[src/rtl/puf_eval_controller.sv]
// Sequencing controller for the 8-bit parallel PUF array: runs EVAL_COUNT evaluations
// per request, majority-votes each response bit and reports stability and timeout.
module puf_eval_controller #(
    parameter int EVAL_COUNT     = 5,
    parameter int RESET_CYCLES   = 4,
    parameter int SETTLE_CYCLES  = 2,
    parameter int TIMEOUT_CYCLES = 4096
) (
    input  logic        clock,
    input  logic        computer_reset,
    // Both ports use valid/ready: a transfer happens on a rising clock edge where
    // valid && ready; the producer holds valid and payload stable until then.
    input  logic        req_valid,
    output logic        req_ready,
    input  logic [7:0]  req_challenge,
    input  logic [31:0] req_enable,
    output logic [7:0]  puf_challenge,
    output logic [31:0] puf_enable,
    output logic        puf_reset,
    input  logic [7:0]  puf_out,
    input  logic        puf_all_done,
    output logic        rsp_valid,
    input  logic        rsp_ready,
    output logic [7:0]  rsp_response,
    output logic [7:0]  rsp_unstable,
    output logic        rsp_timeout,
    output logic        busy,
    output logic [2:0]  state_dbg
);

    typedef enum logic [2:0] {
        ST_IDLE      = 3'd0,
        ST_RESET     = 3'd1,
        ST_ARM       = 3'd2,
        ST_WAIT_DONE = 3'd3,
        ST_CAPTURE   = 3'd4,
        ST_RESP      = 3'd5
    } state_t;

    localparam int TMAX_A = (TIMEOUT_CYCLES > RESET_CYCLES) ? TIMEOUT_CYCLES : RESET_CYCLES;
    localparam int TMAX   = (TMAX_A > SETTLE_CYCLES) ? TMAX_A : SETTLE_CYCLES;
    localparam int TW     = $clog2(TMAX + 1);

    localparam logic [TW-1:0] RESET_LAST   = TW'(RESET_CYCLES - 1);
    localparam logic [TW-1:0] SETTLE_LAST  = TW'(SETTLE_CYCLES - 1);
    localparam logic [TW-1:0] TIMEOUT_LAST = TW'(TIMEOUT_CYCLES - 1);
    localparam logic [3:0]    EVAL_LAST    = 4'(EVAL_COUNT - 1);
    localparam logic [3:0]    EVAL_N       = 4'(EVAL_COUNT);
    localparam logic [3:0]    EVAL_HALF    = 4'(EVAL_COUNT / 2);

    state_t          state_q, state_d;
    logic [TW-1:0]   timer_q;
    logic [3:0]      eval_idx_q;
    logic [7:0][3:0] vote_q, vote_d;
    logic [7:0]      resp_d, unstable_d;
    logic [31:0]     en_mask_q;
    logic            done_meta, done_s;
    logic [7:0]      out_meta, out_s;
    logic            accept, timed_out;

    assign state_dbg = state_q;

    always_comb begin
        state_d   = state_q;
        accept    = 1'b0;
        timed_out = 1'b0;
        case (state_q)
            ST_IDLE: begin
                if (req_valid && req_ready) begin
                    accept  = 1'b1;
                    state_d = ST_RESET;
                end
            end
            ST_RESET: begin
                if (timer_q == RESET_LAST) state_d = ST_ARM;
            end
            ST_ARM: begin
                // A done still high from the previous evaluation must fall before we wait on it.
                if (timer_q == TIMEOUT_LAST) begin
                    timed_out = 1'b1;
                    state_d   = ST_RESP;
                end else if (timer_q >= SETTLE_LAST && !done_s) begin
                    state_d = ST_WAIT_DONE;
                end
            end
            ST_WAIT_DONE: begin
                if (done_s) begin
                    state_d = ST_CAPTURE;
                end else if (timer_q == TIMEOUT_LAST) begin
                    timed_out = 1'b1;
                    state_d   = ST_RESP;
                end
            end
            ST_CAPTURE: begin
                state_d = (eval_idx_q == EVAL_LAST) ? ST_RESP : ST_RESET;
            end
            ST_RESP: begin
                if (rsp_valid && rsp_ready) state_d = ST_IDLE;
            end
            default: state_d = ST_IDLE;
        endcase
    end

    // Votes including the current capture, so the response can be registered on RESP entry.
    always_comb begin
        vote_d     = vote_q;
        resp_d     = '0;
        unstable_d = '0;
        for (int i = 0; i < 8; i++) begin
            vote_d[i]     = vote_q[i] + {3'b000, out_s[i]};
            resp_d[i]     = (vote_d[i] > EVAL_HALF);
            unstable_d[i] = (vote_d[i] != 4'd0) && (vote_d[i] != EVAL_N);
        end
    end

    always_ff @(posedge clock) begin
        if (computer_reset) begin
            state_q       <= ST_IDLE;
            timer_q       <= '0;
            eval_idx_q    <= '0;
            vote_q        <= '0;
            en_mask_q     <= '0;
            done_meta     <= 1'b0;
            done_s        <= 1'b0;
            out_meta      <= '0;
            out_s         <= '0;
            req_ready     <= 1'b0;
            busy          <= 1'b0;
            puf_challenge <= '0;
            puf_enable    <= '0;
            puf_reset     <= 1'b1;
            rsp_valid     <= 1'b0;
            rsp_response  <= '0;
            rsp_unstable  <= '0;
            rsp_timeout   <= 1'b0;
        end else begin
            state_q   <= state_d;
            done_meta <= puf_all_done;
            done_s    <= done_meta;
            out_meta  <= puf_out;
            out_s     <= out_meta;

            // One timer serves the reset hold, the settle delay and the timeout.
            if (state_d != state_q && (state_d == ST_RESET || state_d == ST_ARM)) begin
                timer_q <= '0;
            end else if (state_q inside {ST_RESET, ST_ARM, ST_WAIT_DONE}) begin
                timer_q <= timer_q + TW'(1);
            end

            if (accept) begin
                puf_challenge <= req_challenge;
                en_mask_q     <= req_enable;
                vote_q        <= '0;
                eval_idx_q    <= '0;
            end else if (state_q == ST_CAPTURE) begin
                vote_q     <= vote_d;
                eval_idx_q <= eval_idx_q + 4'd1;
            end

            req_ready  <= (state_d == ST_IDLE);
            busy       <= (state_d != ST_IDLE);
            rsp_valid  <= (state_d == ST_RESP);
            puf_reset  <= (state_d inside {ST_IDLE, ST_RESET, ST_RESP});
            puf_enable <= (state_d inside {ST_ARM, ST_WAIT_DONE, ST_CAPTURE}) ? en_mask_q : 32'd0;

            if (state_q == ST_CAPTURE && state_d == ST_RESP) begin
                rsp_response <= resp_d;
                rsp_unstable <= unstable_d;
                rsp_timeout  <= 1'b0;
            end else if (timed_out) begin
                rsp_response <= '0;
                rsp_unstable <= '0;
                rsp_timeout  <= 1'b1;
            end else if (state_q == ST_RESP && state_d == ST_IDLE) begin
                rsp_response <= '0;
                rsp_unstable <= '0;
                rsp_timeout  <= 1'b0;
            end
        end
    end

endmodule
[config.mk]
export PLATFORM = sky130hd
export DESIGN_NAME = puf_eval_controller
export DESIGN_NICKNAME = d
export VERILOG_FILES = /design/src/rtl/puf_eval_controller.sv
export SDC_FILE = /design/constraint.sdc
export NUM_CORES = 1
export LEC_CHECK = 0
export CAP_MARGIN = 20
export CORE_UTILIZATION = 40
export CTS_CLUSTER_DIAMETER = 50
export CTS_CLUSTER_SIZE = 12
export DETAILED_ROUTE_END_ITERATION = 12
export GPL_ROUTABILITY_DRIVEN = 0
export GPL_TIMING_DRIVEN = 1
export PLACE_DENSITY_LB_ADDON = 0.15
export SLEW_MARGIN = 20
export SYNTH_ARGS = -nofsm -noshare
export SYNTH_HDL_FRONTEND = slang
export SYNTH_SLANG_ARGS = --single-unit
[constraint.sdc]
create_clock -name clock -period 3.83 [get_ports clock]
set_input_delay 0.383 -clock clock [delete_from_list [all_inputs] [get_ports clock]]
set_output_delay 0.383 -clock clock [all_outputs]
set_load 0.02 [all_outputs]
==> impl_metrics.env, run 1 <==
export IMPL_outcome="finished, final reports clean"
export IMPL_worst_slew_pin_transition_ns=1.00
export IMPL_cts_root_buffer_cell="sky130_fd_sc_hd__clkbuf_16"
export IMPL_reg2reg_setup_slack_ns=1.37
export IMPL_syn_instance_count=679
export IMPL_numClockSinks=163
export IMPL_worstSetupPathType="register to register"
export IMPL_setup_slack_after_layout_ns=1.37
export IMPL_synth_sequential_area_ratio_pct=51.3
export IMPL_first_iter_violations=239
export IMPL_total_number_of_nets_in_the_final_design=852
export IMPL_areaGrowthSynthToFinish_pct=29.5
export IMPL_diodes=0
export IMPL_grt_use_total_pct=16.9
export IMPL_critical_path_max_stage_delay_ns=0.89
export IMPL_synth_lib_cells_used_distinct=50
export IMPL_fraction_of_met1_tracks_used_by_global_routing_pct=19.3
export IMPL_synth_edff_count=0
export IMPL_setup_worst_path_start_class="register"
export IMPL_class_of_the_tightest_hold_or_removal_check="register to register"
export IMPL_clock_tree_htree_level_count=4
export IMPL_drt_drc_violations_left=0
export IMPL_grt_met3_usage_pct=5.09
export IMPL_crit_path_cell_trace="or3b_1 -> buf_4 -> nor2_1 -> nor4_4 -> o2bb2ai_1"
export IMPL_final_setup_viol_count=0
export IMPL_syn_num_nets=752
export IMPL_finalWirelength_mm=13.4
export IMPL_worst_ep_arrival_ns=2.79
export IMPL_rsz0062_at_grt="false"
export IMPL_gr_usage_met2_pct=29.8
export IMPL_yosysWarningCount=0
export IMPL_floorplan_initialDensity_pct=41.4
export IMPL_post_synth_cell_area_avg_um2=9.37
export IMPL_cts_root_to_sink_buffers=2
export IMPL_floorplan_rows=45
export IMPL_cap_violations=0
export IMPL_cts_hold_buffers=0
export IMPL_total_cts_buffers=17
export IMPL_routedWlPerCell_um=13.4
export IMPL_clock_skew_ns=0.00941
export IMPL_first_global_vias=4727
export IMPL_post_cts_setup_buffer_count=0
export IMPL_totalNegativeSetupSlack_ns=0
export IMPL_cts_tree="built"
export IMPL_clkSlewWorstSetupHoldPaths_ns=0.06
export IMPL_power_density_nw_per_um2=437
export IMPL_fp_dieW_um=128
export IMPL_layout_commonest_cell="sky130_fd_sc_hd__dfxtp_1"
export IMPL_core_region_area_um2=15400
export IMPL_min_delay_path_depth=1
export IMPL_power_static_leakage_uw=0.00302
export IMPL_hold_end="out_s[2]"
export IMPL_grt_antenna_before_repair=0
export IMPL_hold_path_startpoint="out_meta[2]"
export IMPL_detailed_place_hpwl_mm=8.73
export IMPL_post_cts_resized=0
export IMPL_timing_final_hold_violations=0
export IMPL_worst_ir_drop_vdd_mv=0.285
export IMPL_die_h_um=128
export IMPL_period_needed_ns=2.46
export IMPL_mostFrequentLayoutCells="sky130_fd_sc_hd__dfxtp_1, sky130_fd_sc_hd__nand2_1, sky130_fd_sc_hd__clkdlybuf4s50_1"
export IMPL_ys_seq_elements=163
export IMPL_netlist_area_um2=6360
export IMPL_grt_pass1_wl_mm=21.7
export IMPL_maximum_number_of_pins_on_one_net_before_global_route_repair=83
export IMPL_ys_dominant_reg_cell="sky130_fd_sc_hd__dfxtp_1"
export IMPL_clk_latency_ns=0.42
export IMPL_grt_overflow_total=0
export IMPL_worst_r2r_endpoint="rsp_response[7]"
export IMPL_ios=117
export IMPL_maxClockFrequency_ghz=0.407
export IMPL_critPathRequiredTime_ns=4.17
export IMPL_vias=4944
export IMPL_remaining_antenna_violation_count=0
export IMPL_min_period_over_period_pct=64.1
export IMPL_avgViaCountPerCell=4.93
export IMPL_drive_above_1_share_pct=7.32
export IMPL_place_port_buffers=116
export IMPL_design_die_area_um2=16400
export IMPL_top_usage_layer="met2"
export IMPL_worst_r2r_path_depth=5
export IMPL_final_core_util_pct=53.6
export IMPL_worstReg2RegStart="state_dbg[0]"
export IMPL_worst_setup_path_end_kind="register"
export IMPL_cp_max_fo=38
export IMPL_fraction_of_registers_with_async_set_or_reset_after_synthesis_pct=0
export IMPL_timing_critical_path_slowest_stage_cell="sky130_fd_sc_hd__nor4_4"
export IMPL_filler_cell_count=1384
export IMPL_first_pass_iters=4
export IMPL_maxSlewHeadroom_pct=32.7
export IMPL_post_place_setup_slack_ns=1.18
export IMPL_timing_max_transition_violations_final=0
[worst max path at each step]
stage	from	slack, ns	cells past startpoint	endpoint
global route	timer_q[0]	1.16	6	puf_enable[16]
floorplan	state_dbg[1]	1.84	7	timer_q[10]
global placement	state_dbg[2]	1.24	6	puf_enable[2]
detailed placement	timer_q[0]	1.18	6	puf_enable[5]
CTS	timer_q[0]	1.16	6	puf_enable[16]
finish	state_dbg[0]	1.37	5	rsp_response[7]
[flip-flops by register name, summed over array words and instances (netlist names), 13 cells and up]
name,flops
timer_q,13
puf_enable,32
vote_q,32
en_mask_q,32
[metal layers]
| layer | share of wire [%] | routed length (um) |
|---|---|---|
| met5 | 0 | 0 |
| met4 | 1.0 | 139 |
| met3 | 4.2 | 568 |
| met2 | 51 | 6810 |
| met1 | 44 | 5900 |
[synth_stat cells (2+ instances only)]
library cell	n	area share (%)
sky130_fd_sc_hd__inv_1	5	0.30
sky130_fd_sc_hd__a21oi_1	66	5.2
sky130_fd_sc_hd__xnor2_1	13	1.8
sky130_fd_sc_hd__nor4_1	7	0.69
sky130_fd_sc_hd__nor2_1	21	1.2
sky130_fd_sc_hd__nand3_1	13	1.0
sky130_fd_sc_hd__or3b_1	2	0.28
sky130_fd_sc_hd__nand4_1	4	0.39
sky130_fd_sc_hd__buf_1	3	0.18
sky130_fd_sc_hd__nand2_1	133	7.8
sky130_fd_sc_hd__nor3_1	14	1.1
sky130_fd_sc_hd__a211oi_1	8	0.94
sky130_fd_sc_hd__and3_1	2	0.20
sky130_fd_sc_hd__buf_2	13	1.0
sky130_fd_sc_hd__nor2b_1	20	2.0
sky130_fd_sc_hd__nand2b_1	4	0.39
sky130_fd_sc_hd__o21ai_0	8	0.63
sky130_fd_sc_hd__or3_1	10	0.98
sky130_fd_sc_hd__nand3b_1	2	0.24
sky130_fd_sc_hd__o22ai_1	3	0.30
sky130_fd_sc_hd__and2_1	37	3.6
sky130_fd_sc_hd__nor4_4	2	0.67
sky130_fd_sc_hd__dfxtp_1	163	51
sky130_fd_sc_hd__clkbuf_1	23	1.4
sky130_fd_sc_hd__o2bb2ai_1	16	2.2
sky130_fd_sc_hd__nor4_2	11	2.2
sky130_fd_sc_hd__ha_1	20	3.9
sky130_fd_sc_hd__xor2_1	34	4.7
[area by class of cell]
type                       count  area, um2  share of cell area, %
tap                          211        264                   3.20
multi-input combinational    470       2920                   35.4
inverter                       5       18.8                  0.228
clock inverter                 9        105                   1.28
timing repair buffer         122       1200                   14.6
sequential                   163       3260                   39.6
clock buffer                  23        468                   5.68
[metrics by stage]
stage / hold slack, ns / area (um2) / power, uW / cells
2_1_floorplan: 0.414 / 6360 / 1910 / 679
3_3_place_gp: 0.427 / 7660 / 2010 / 971
3_5_place_dp: 0.423 / 7660 / 2010 / 971
4_1_cts: 0.437 / 8230 / 3650 / 1003
5_1_grt: 0.446 / 8240 / 3750 / 1003
6_report: 0.433 / 8240 / 3600 / 1003
[report_power, final]
group          switching, uW  internal, uW
Sequential              19.9          1730
Combinational            116           103
Clock                    637           992
[critical path, delay by kind of cell (launching register included)]
kind | cells | cell delay [ns]
simple gates | 3 | 1.22
compound gates | 1 | 0.19
flops | 1 | 0.62
buf+inv | 1 | 0.33
[cells by family after synthesis]
logic type               count (synthesis)  synth area share (%)
flip-flops                             163                  51.3
buffers and inverters                   46                  3.15
AND/OR/NAND/NOR                        293                  24.4
AO/OA/AOI/OAI                          110                  10.7
XOR/XNOR                                47                  6.47
adder cells (fa/ha/maj)                 20                  3.93
Note: power is estimated with default switching activity, not from simulation.
==> inputs of run 2 (changes only) <==
==> constraint.sdc (replaced) <==
create_clock -name clock -period 2.5 [get_ports clock]
set_input_delay 0.25 -clock clock [delete_from_list [all_inputs] [get_ports clock]]
set_output_delay 0.25 -clock clock [all_outputs]
set_load 0.02 [all_outputs]
==> impl_metrics.env, run 2 (synthesized netlist as in run 1, its figures left out) <==
export IMPL_clock_tree_htree_level_count=4
export IMPL_design_die_area_um2=16400
export IMPL_cts_hold_buffers=0
export IMPL_post_place_setup_slack_ns=0.280
export IMPL_cts_root_buffer_cell="sky130_fd_sc_hd__clkbuf_16"
export IMPL_first_iter_violations=223
export IMPL_final_setup_viol_count=0
export IMPL_largest_registers_in_the_final_layout="en_mask_q: 32 flops, puf_enable: 32 flops, vote_q: 32 flops"
export IMPL_grt_pass1_wl_mm=22.8
export IMPL_ios=117
export IMPL_wl_met2_mm=7.26
export IMPL_clk_latency_ns=0.41
export IMPL_crit_path_cell_trace="ha_1 -> nand4b_1 -> or4_4 -> o211ai_2 -> a211oi_2 -> buf_4 -> nor4_1"
export IMPL_floorplan_initialDensity_pct=41.4
export IMPL_period_needed_ns=2.27
export IMPL_post_cts_setup_buffer_count=0
export IMPL_met3_length_um=518
export IMPL_detailed_place_area_um2=7710
export IMPL_avgViaCountPerCell=4.96
export IMPL_min_period_over_period_pct=90.6
export IMPL_mostFrequentLayoutCells="sky130_fd_sc_hd__dfxtp_1, sky130_fd_sc_hd__nand2_1, sky130_fd_sc_hd__clkdlybuf4s50_1"
export IMPL_finalNonFillerCells=1008
export IMPL_worst_slew_pin_transition_ns=0.981
export IMPL_die_h_um=128
export IMPL_areaGrowthSynthToFinish_pct=31.5
export IMPL_maximum_number_of_pins_on_one_net_before_global_route_repair=59
export IMPL_first_global_vias=4862
export IMPL_worstReg2RegStart="timer_q[0]"
export IMPL_maxSlewHeadroom_pct=34.1
export IMPL_timing_max_transition_violations_final=0
export IMPL_grt_use_total_pct=17.7
export IMPL_worst_ir_drop_vdd_mv=0.474
export IMPL_rsz0062_at_grt="false"
export IMPL_critical_path_max_stage_delay_ns=0.57
export IMPL_vias=5004
export IMPL_cts_root_to_sink_buffers=2
export IMPL_first_pass_iters=4
export IMPL_crit_family="simple AND/OR/NAND/NOR gates"
export IMPL_class_of_the_tightest_hold_or_removal_check="input port to register"
export IMPL_fin_total_pwr_uw=5850
export IMPL_worstSetupStartpoint="timer_q[0]"
export IMPL_routedWlPerCell_um=13.8
export IMPL_detailed_place_hpwl_mm=9.30
export IMPL_fp_dieW_um=128
export IMPL_numClockSinks=163
export IMPL_worst_setup_path_end_kind="register"
export IMPL_setup_worst_path_start_class="register"
export IMPL_critPathRequiredTime_ns=2.81
export IMPL_power_density_nw_per_um2=699
export IMPL_reg2reg_setup_slack_ns=0.23
export IMPL_place_port_buffers=116
export IMPL_total_number_of_nets_in_the_final_design=857
export IMPL_diodes=0
export IMPL_timing_critical_path_slowest_stage_cell="sky130_fd_sc_hd__or4_4"
export IMPL_worst_r2r_endpoint="timer_q[12]"
export IMPL_setup_slack_after_layout_ns=0.234
export IMPL_clkSlewWorstSetupHoldPaths_ns=0.06
export IMPL_remaining_antenna_violation_count=0
export IMPL_drive_above_1_share_pct=8.41
export IMPL_power_static_leakage_uw=0.00309
export IMPL_maxClockFrequency_ghz=0.441
export IMPL_placedCellCount=976
export IMPL_layout_commonest_cell="sky130_fd_sc_hd__dfxtp_1"
export IMPL_min_delay_path_depth=2
export IMPL_clock_skew_ns=0.00699
export IMPL_critPathBufInv=1
export IMPL_grt_antenna_before_repair=0
export IMPL_hold_end="state_dbg[0]"
export IMPL_totalNegativeSetupSlack_ns=0
export IMPL_cap_violations=0
export IMPL_hold_path_startpoint="computer_reset"
export IMPL_core_region_area_um2=15400
export IMPL_wl_met1_mm=6.02
export IMPL_post_cts_resized=0
export IMPL_worst_r2r_path_depth=7
export IMPL_timing_final_hold_violations=0
export IMPL_worst_ep_arrival_ns=2.58
export IMPL_finalWirelength_mm=13.9
export IMPL_cp_max_fo=13
export IMPL_total_cts_buffers=17
export IMPL_drt_drc_violations_left=0
export IMPL_worstSetupPathType="register to register"
export IMPL_final_cell_area_um2=8360
export IMPL_outcome="finished, final reports clean"
export IMPL_cts_tree="built"
export IMPL_grt_overflow_total=0
export IMPL_highest_layer="met4"
export IMPL_floorplan_rows=45
-- run 2: cell count changes in the layout (fill, tap and decap cells not counted) --
cell,previous run,this run
sky130_fd_sc_hd__bufinv_16,2,5
sky130_fd_sc_hd__o22ai_4,1,0
sky130_fd_sc_hd__clkinv_2,4,2
sky130_fd_sc_hd__clkinv_4,2,4
sky130_fd_sc_hd__buf_4,7,11
sky130_fd_sc_hd__inv_6,0,3
sky130_fd_sc_hd__clkbuf_1,4,0
sky130_fd_sc_hd__buf_12,0,1
sky130_fd_sc_hd__o22ai_2,0,1
sky130_fd_sc_hd__clkbuf_8,2,0
-- run 2: where the power goes --
part / internal (uW) / switching [uW] / total, uW
registers: 2660 / 30.8 / 2690
logic: 160 / 178 / 338
clock network: 1780 / 1040 / 2820
-- run 2: metrics by stage --
| step | hold WS, ns | utilization [%] |
|---|---|---|
| 2_1_floorplan | 0.378 | - |
| 3_3_place_gp | 0.422 | 50.1 |
| 3_5_place_dp | 0.420 | 50.1 |
| 4_1_cts | 0.197 | 54.4 |
| 5_1_grt | 0.215 | 54.4 |
| 6_report | 0.215 | 54.4 |
-- run 2: cell type report --
| type | count | area, um2 |
|---|---|---|
| Fill cell | 1359 | 7010 |
| Multi-Input combinational cell | 470 | 2910 |
| Clock buffer | 17 | 425 |
| Sequential cell | 163 | 3260 |
| Clock inverter | 15 | 229 |
| Tap cell | 211 | 264 |
| Inverter | 5 | 18.8 |
| Timing Repair Buffer | 127 | 1250 |
-- run 2: how the worst max path moves through the flow --
stage	slack, ns	cells after the start	end
after global routing	0.08	7	timer_q[2]
after CTS	0.23	7	timer_q[12]
final	0.23	7	timer_q[12]
after global placement	0.38	7	timer_q[0]
after detailed placement	0.28	7	timer_q[2]
after floorplan	0.51	7	timer_q[10]
-- run 2: layer usage --
| layer | global-route usage (%) | vias to the layer above |
|---|---|---|
| li1 | - | 2512 |
| met3 | 5.18 | 6 |
| met1 | 21.0 | 2391 |
| met5 | 0 | - |
| met2 | 30.7 | 95 |
| met4 | 5.95 | 0 |
==> inputs of run 3 (changes only) <==
--- a/config.mk
+++ b/config.mk
@@ -6,6 +6,7 @@
 export NUM_CORES = 1
 export LEC_CHECK = 0
 export CAP_MARGIN = 20
+export CORE_MARGIN = 3
 export CORE_UTILIZATION = 40
 export CTS_CLUSTER_DIAMETER = 50
 export CTS_CLUSTER_SIZE = 12
==> impl_metrics.env, run 3 (synthesized netlist as in run 1, its figures left out) <==
export IMPL_outcome="finished, final reports clean"
export IMPL_timing_final_hold_violations=0
export IMPL_detailed_place_area_um2=7710
export IMPL_maximum_number_of_pins_on_one_net_before_global_route_repair=46
export IMPL_worstSetupPathType="register to register"
export IMPL_placedCellCount=976
export IMPL_crit_family="simple AND/OR/NAND/NOR gates"
export IMPL_grt_pass1_wl_mm=23.2
export IMPL_period_needed_ns=2.27
export IMPL_maxSlewHeadroom_pct=34.5
export IMPL_total_cts_buffers=17
export IMPL_critPathBufInv=1
export IMPL_grt_use_total_pct=16.0
export IMPL_finalNonFillerCells=1008
export IMPL_first_global_vias=4889
export IMPL_timing_max_transition_violations_final=0
export IMPL_first_pass_iters=5
export IMPL_class_of_the_tightest_hold_or_removal_check="input port to register"
export IMPL_rsz0062_at_grt="false"
export IMPL_core_region_area_um2=15400
export IMPL_cts_tree="built"
export IMPL_numClockSinks=163
export IMPL_areaGrowthSynthToFinish_pct=31.0
export IMPL_worst_ir_drop_vdd_mv=0.442
export IMPL_remaining_antenna_violation_count=0
export IMPL_first_iter_violations=185
export IMPL_clock_tree_htree_level_count=4
export IMPL_largest_registers_in_the_final_layout="en_mask_q: 32 flops, puf_enable: 32 flops, vote_q: 32 flops"
export IMPL_cts_root_buffer_cell="sky130_fd_sc_hd__clkbuf_16"
export IMPL_cts_root_to_sink_buffers=2
export IMPL_place_port_buffers=116
export IMPL_maxClockFrequency_ghz=0.440
export IMPL_floorplan_initialDensity_pct=41.4
export IMPL_drt_drc_violations_left=0
export IMPL_totalNegativeSetupSlack_ns=0
export IMPL_reg2reg_setup_slack_ns=0.23
export IMPL_vias=5010
export IMPL_grt_met3_usage_pct=3.89
export IMPL_cts_hold_buffers=0
export IMPL_floorplan_rows=45
export IMPL_cp_max_fo=13
export IMPL_total_number_of_nets_in_the_final_design=857
export IMPL_ios=117
export IMPL_top_usage_layer="met2"
export IMPL_grt_antenna_before_repair=0
export IMPL_worst_ep_arrival_ns=2.59
export IMPL_avgViaCountPerCell=4.97
export IMPL_min_period_over_period_pct=90.9
export IMPL_final_setup_viol_count=0
export IMPL_critical_path_max_stage_delay_ns=0.58
export IMPL_drive_above_1_share_pct=8.28
export IMPL_crit_path_cell_trace="ha_1 -> nand4b_1 -> or4_4 -> o211ai_2 -> a211oi_2 -> buf_4 -> nor4_1"
export IMPL_critPathRequiredTime_ns=2.81
export IMPL_gr_usage_met2_pct=26.9
export IMPL_routedWlPerCell_um=13.8
export IMPL_final_cell_area_um2=8330
export IMPL_timing_critical_path_slowest_stage_cell="sky130_fd_sc_hd__or4_4"
export IMPL_design_die_area_um2=17400
export IMPL_detailed_place_hpwl_mm=9.40
export IMPL_filler_cell_count=1370
export IMPL_power_static_leakage_uw=0.00307
export IMPL_fp_dieW_um=132
export IMPL_diodes=0
export IMPL_worst_setup_path_end_kind="register"
export IMPL_clk_latency_ns=0.42
export IMPL_clock_skew_ns=0.00864
export IMPL_post_cts_setup_buffer_count=0
export IMPL_die_h_um=132
export IMPL_grt_overflow_total=0
export IMPL_setup_worst_path_start_class="register"
export IMPL_clkSlewWorstSetupHoldPaths_ns=0.06
export IMPL_cap_violations=0
export IMPL_worst_slew_pin_transition_ns=0.976
export IMPL_layout_commonest_cell="sky130_fd_sc_hd__dfxtp_1"
export IMPL_fraction_of_met1_tracks_used_by_global_routing_pct=19.5
export IMPL_power_density_nw_per_um2=690
export IMPL_post_cts_resized=0
export IMPL_mostFrequentLayoutCells="sky130_fd_sc_hd__dfxtp_1, sky130_fd_sc_hd__nand2_1, sky130_fd_sc_hd__clkdlybuf4s50_1"
export IMPL_finalWirelength_mm=14.0
run 3: path summary, 6_finish.rpt:
kind,start,endpoint,cells after the start
setup reg to reg,timer_q[0],timer_q[12],7
hold reg to reg,out_meta[3],out_s[3],1
hold / removal,computer_reset,state_dbg[0],2
setup / recovery,timer_q[0],timer_q[12],7
run 3: layout make-up:
type | instances | area, um2 | share of cell area [%]
clock buffers | 19 | 443 | 5.31
inverters | 5 | 18.8 | 0.225
flip-flops and latches | 163 | 3260 | 39.2
clock inverters | 13 | 184 | 2.21
multi-input cells | 470 | 2910 | 34.9
well taps | 211 | 264 | 3.17
repair buffers | 127 | 1250 | 15.0
run 3: per-stage QoR:
step           worst slack [ns]  power (uW)  hold slack (ns)  utilization, %
2_1_floorplan             0.512        2930            0.378               -
3_3_place_gp              0.381        3080            0.420            50.1
3_5_place_dp              0.283        3080            0.429            50.1
4_1_cts                   0.232        5830            0.270            54.2
5_1_grt                  0.0432        5970            0.315            54.2
6_report                  0.227        5750            0.281            54.2
run 3: metal layers:
layer  routed length, um  vias up
met1                6260     2384
met4                 327        0
met5                   0        -
met2                6750       93
li1                    -     2507
met3                 613       26
run 3: power by group:
part / switching (uW) / internal [uW] / total, uW
Combinational: 179 / 160 / 339
Clock: 1030 / 1700 / 2730
Sequential: 30.7 / 2660 / 2690
run 3: worst reg2reg max path: stages (launching register included):
cell and delay, ns:
sky130_fd_sc_hd__dfxtp_1 0.43, sky130_fd_sc_hd__ha_1 0.30, sky130_fd_sc_hd__nand4b_1 0.22, sky130_fd_sc_hd__or4_4 0.58, sky130_fd_sc_hd__o211ai_2 0.10, sky130_fd_sc_hd__a211oi_2 0.07
sky130_fd_sc_hd__buf_4 0.21, sky130_fd_sc_hd__nor4_1 0.26
==> RTL change 1 (flow settings as in run 3) <==
Make the reset (`computer_reset`) asynchronous in one clocked block.
--- a/src/rtl/puf_eval_controller.sv
+++ b/src/rtl/puf_eval_controller.sv
@@ -113,7 +113,7 @@
         end
     end
 
-    always_ff @(posedge clock) begin
+    always_ff @(posedge clock or posedge computer_reset) begin
         if (computer_reset) begin
             state_q       <= ST_IDLE;
             timer_q       <= '0;
Behaviour: differs if computer_reset is asserted again (counterexample within 4 cycles, from zero or initial values and one cycle with computer_reset high); with computer_reset held inactive, the same outputs for 10 cycles.
==> RTL change 1 against run 3 <==
Setup slack lost 0.028 ns. Sequential cell count unchanged. Area after synthesis rose by 7.4%. Worst hold slack worse by 0.018 ns. Die area increased by 7.1%. Maximum frequency down 1.2%. Wire length is 0.90% higher. Cell area up 6.5%. Critical path type unchanged. Largest cell class unchanged.
Power is not compared: it rests on default switching activity, and its combinational part moved more than twofold at a synthesized area within 25%.
==> RTL change 1: results (changes against run 3) <==
stage	metric	value	unit	change
layout	area delta synth->final	29.9	%	
status	run status	completed		
setup_path	CP Max Fanout	10		-3
global_route	met1 Track Usage GR	20.1	%	+0.56 points
layout	Non-Clock Buffer Area Fraction	14.6	%	-0.41 points
die	die area	18700	um2	+7.1%
global_route	wire length of the first global-routing pass	23900	um	+2.7%
setup_path	Arrival @ worst endpoint	2.61	ns	+0.02 ns
layout	number of flip-flops and latches	163		unchanged
route	detailed route wirelength on metal3	1110	um	+81%
logic_synthesis	dominant synthesized flop cell	sky130_fd_sc_hd__dfrtp_1		
place	total placed cells including tap cells	901		-7.7%
route	routed wire length on met2	6740	um	about the same
worst_hold_path	origin of the worst min-delay path	puf_out[0]		
logic_synthesis	largest cells by area after synthesis	sky130_fd_sc_hd__dfrtp_1, sky130_fd_sc_hd__mux2_2, sky130_fd_sc_hd__nand2_1		
logic_synthesis	top cells by count, synth	sky130_fd_sc_hd__dfrtp_1, sky130_fd_sc_hd__nand2_1, sky130_fd_sc_hd__o21ai_0		
logic_synthesis	share of synthesized area spent on multiplexers	6.59	%	+6.6 points
layout	Storage cell area	4080	um2	+25%
setup_path	R2R cell count	8		+1
worst_hold_path	worst-case hold path end point	out_meta[0]		
logic_synthesis	compound-gate portion of the synthesized area	7.01	%	-3.7 points
layout	fill count	1452		+6.0%
layout	share of final-layout standard cells stronger than drive strength 1	15.1	%	+6.9 points
logic_synthesis	number of nets produced by synthesis	652		-13%
layout	proportion of cell area occupied by multi-input gates	29.4	%	-5.4 points
global_route	met2 demand-to-capacity share in global routing	26.4	%	-0.46 points
setup_path	worst setup path startpoint	timer_q[0]		
global_route	Total GRT Usage	16.3	%	+0.32 points
route	routed metal-1 wirelength	6120	um	-2.2%
setup_path	internal reg-to-reg setup slack	0.20	ns	-0.03 ns
place	post-detailed-placement cell area	8300	um2	+7.7%
route	via-per-instance ratio	4.91		-1.2%
logic_synthesis	XOR/XNOR share of the synthesized area	5.11	%	-1.4 points
## RTL change 1: cell types whose count changed after synthesis, sizes merged, moves of 8 or more
cell | run 3 | this run
dfxtp | 163 | 0
dfrtp | 0 | 162
a21oi | 66 | 3
o21ai | 8 | 58
nand2 | 133 | 88
mux2 | 0 | 40
nor2b | 20 | 2
nor4 | 20 | 4
o2bb2ai | 16 | 0
buf | 18 | 9
xor2 | 34 | 25
clkbuf | 23 | 15
nor2 | 21 | 29
or3 | 10 | 2
## RTL change 1: worst max-delay path by stage
| stage | endpoint | slack, ns |
|---|---|---|
| after floorplan | busy | 0.18 |
| after global placement | timer_q[0] | 0.16 |
| after detailed placement | timer_q[0] | 0.13 |
| after CTS | timer_q[0] | 0.17 |
| after global routing | timer_q[0] | 0.02 |
| final | timer_q[0] | 0.20 |
==> RTL change 2 (flow settings as in run 3) <==
Made on the original files. Change the parameter `TIMEOUT_CYCLES` from 4096 to 2048.
--- a/src/rtl/puf_eval_controller.sv
+++ b/src/rtl/puf_eval_controller.sv
@@ -4,7 +4,7 @@
     parameter int EVAL_COUNT     = 5,
     parameter int RESET_CYCLES   = 4,
     parameter int SETTLE_CYCLES  = 2,
-    parameter int TIMEOUT_CYCLES = 4096
+    parameter int TIMEOUT_CYCLES = 2048
 ) (
     input  logic        clock,
     input  logic        computer_reset,
Behaviour: no difference found for any inputs over 10 cycles, from zero or initial values and one cycle with computer_reset high; that may be too few to reach the edited logic, so the function may still have changed.
==> RTL change 2 against run 3 <==
Area after synthesis fell by 3.6%. Critical path depth did not move. Setup slack improved by 0.0040 ns. Wire length fell by 4.7%. Sequential cell count fell by 1. Utilization rose by 0.41 points. Cell count fell by 3.8%. Cell area fell by 3.3%. Sequential share of layout area rose by 1.1 points. Total power fell by 3.9%. Non-clock buffer count fell by 1. Critical endpoint is now timer_q[4].
==> RTL change 2: results (changes against run 3) <==
stage	metric	value	unit	change
route	Detailed Route Iter0 Violations	264		+43%
layout	share of final-layout standard cells stronger than drive strength 1	6.62	%	-1.7 points
place	total placed cells including tap cells	938		-3.9%
timing	Final min period	2.27	ns	-0.00399 ns
route	total vias in the final route	4849		-3.2%
route	first-pass iteration count of the detailed router	4		-1
global_route	wire length of the first global-routing pass	21400	um	-8.0%
logic_synthesis	number of nets produced by synthesis	736		-2.1%
logic_synthesis	mean post-synth cell area	9.26	um2	-1.1%
timing	transition time at the pin with the least slew margin	0.692	ns	-0.284 ns
route	routed length per instance	13.7	um	-0.96%
route	final routed wirelength across all metal layers	13300	um	-4.7%
logic_synthesis	largest cells by area after synthesis	sky130_fd_sc_hd__dfxtp_1, sky130_fd_sc_hd__nand2_1, sky130_fd_sc_hd__a21oi_1		
status	run status	completed		
logic_synthesis	number of distinct standard cells referenced by the synthesized netlist	43		-14%
place	post-detailed-placement cell area	7470	um2	-3.1%
setup_path	CP Max Fanout	12		-1
place	worst slack after detailed placement	0.187	ns	-0.0968 ns
route	routed wire length on met2	6750	um	about the same
timing	post-route clock skew	0.00629	ns	-0.00235 ns
global_route	Total GRT Usage	15.9	%	-0.081 points
global_route	largest net degree at the start of global routing	41		-11%
layout	number of nets in the layout	847		-1.2%
logic_synthesis	top cells by count, synth	sky130_fd_sc_hd__dfxtp_1, sky130_fd_sc_hd__nand2_1, sky130_fd_sc_hd__a21oi_1		
setup_path	Arrival @ worst endpoint	2.61	ns	+0.02 ns
route	routed metal-1 wirelength	5750	um	-8.2%
pwr	Lkg Pwr	3.03	nW	-1.3%
setup_path	slowest stage cell, crit path	sky130_fd_sc_hd__nor3_1		
setup_path	timing endpoint of the critical path	timer_q[4]		
pwr	VDD IR max	0.445	mV	+0.86%
==> RTL change 2: changes by cell type in the layout (fill, tap and decap cells not counted), sizes merged, moves of 3 or more <==
cell	change
a21oi	+7
nor4	-18
nor3b	+3
a31oi	+12
and2	-5
o22ai	-4
xnor2	-3
inv	+5
==> RTL change 2: timing repair <==
action	4_1_cts	5_1_grt
buffers inserted	0	0
endpoints found under the setup margin	0	3
hold buffers	0	0
resized for setup	0	1
==> RTL change 2: worst register-to-register path: cells and delay by family, from the launching register on <==
kind | cells | cell delay [ns]
flops | 1 | 0.41
fa+ha+maj | 1 | 0.28
compound gates | 2 | 0.35
simple gates | 3 | 0.95
buf+inv | 1 | 0.20
==> RTL change 2: routing by layer <==
layer | track usage [%] | vias up
li1 | - | 2464
met1 | 19.3 | 2258
met2 | 26.5 | 112
met3 | 5.03 | 15
met4 | 5.99 | 0
met5 | 0 | -
==> RTL change 2: logic make-up after synthesis <==
kind of cell	share of synthesized area (%)
multiplexers	0.163
flip-flops	52.9
adder cells (fa/ha/maj)	4.29
AND/OR/NAND/NOR	21.0
XOR/XNOR	6.43
AO/OA/AOI/OAI	12.6
buffers and inverters	2.61
==> RTL change 2: worst min path at each step <==
stage	from	to	slack (ns)	depth (start not counted)
CTS	computer_reset	state_dbg[2]	0.19	2
finish	computer_reset	state_dbg[2]	0.21	2
floorplan	puf_all_done	done_meta	0.38	1
global placement	out_meta[3]	out_s[3]	0.42	1
detailed placement	out_meta[7]	out_s[7]	0.43	1
global route	computer_reset	en_mask_q[6]	0.22	2
==> RTL change 2: where the power goes <==
group          leakage (nW)  internal (mW)  switching, mW
sequential             1.31           2.64         0.0277
combinational          1.44          0.156          0.165
clock                 0.282           1.48           1.06
total                  3.03           4.28           1.25
==> RTL change 2: through the flow <==
stage	TNS [ns]	total power, mW	utilization [%]
final	0	5.53	54.6
after global routing	0	5.76	54.6
after CTS	0	5.60	54.6
after detailed placement	0	3.05	50.6
after global placement	-0.200	3.04	50.6
after floorplan	0	2.89	-
==> RTL change 2: final cells by class <==
type / instances / area, um2
Clock buffer: 18 / 429
Clock inverter: 14 / 155
Fill cell: 1310 / 6690
Inverter: 6 / 22.5
Multi-Input combinational cell: 460 / 2750
Sequential cell: 162 / 3240
Tap cell: 184 / 230
Timing Repair Buffer: 126 / 1230
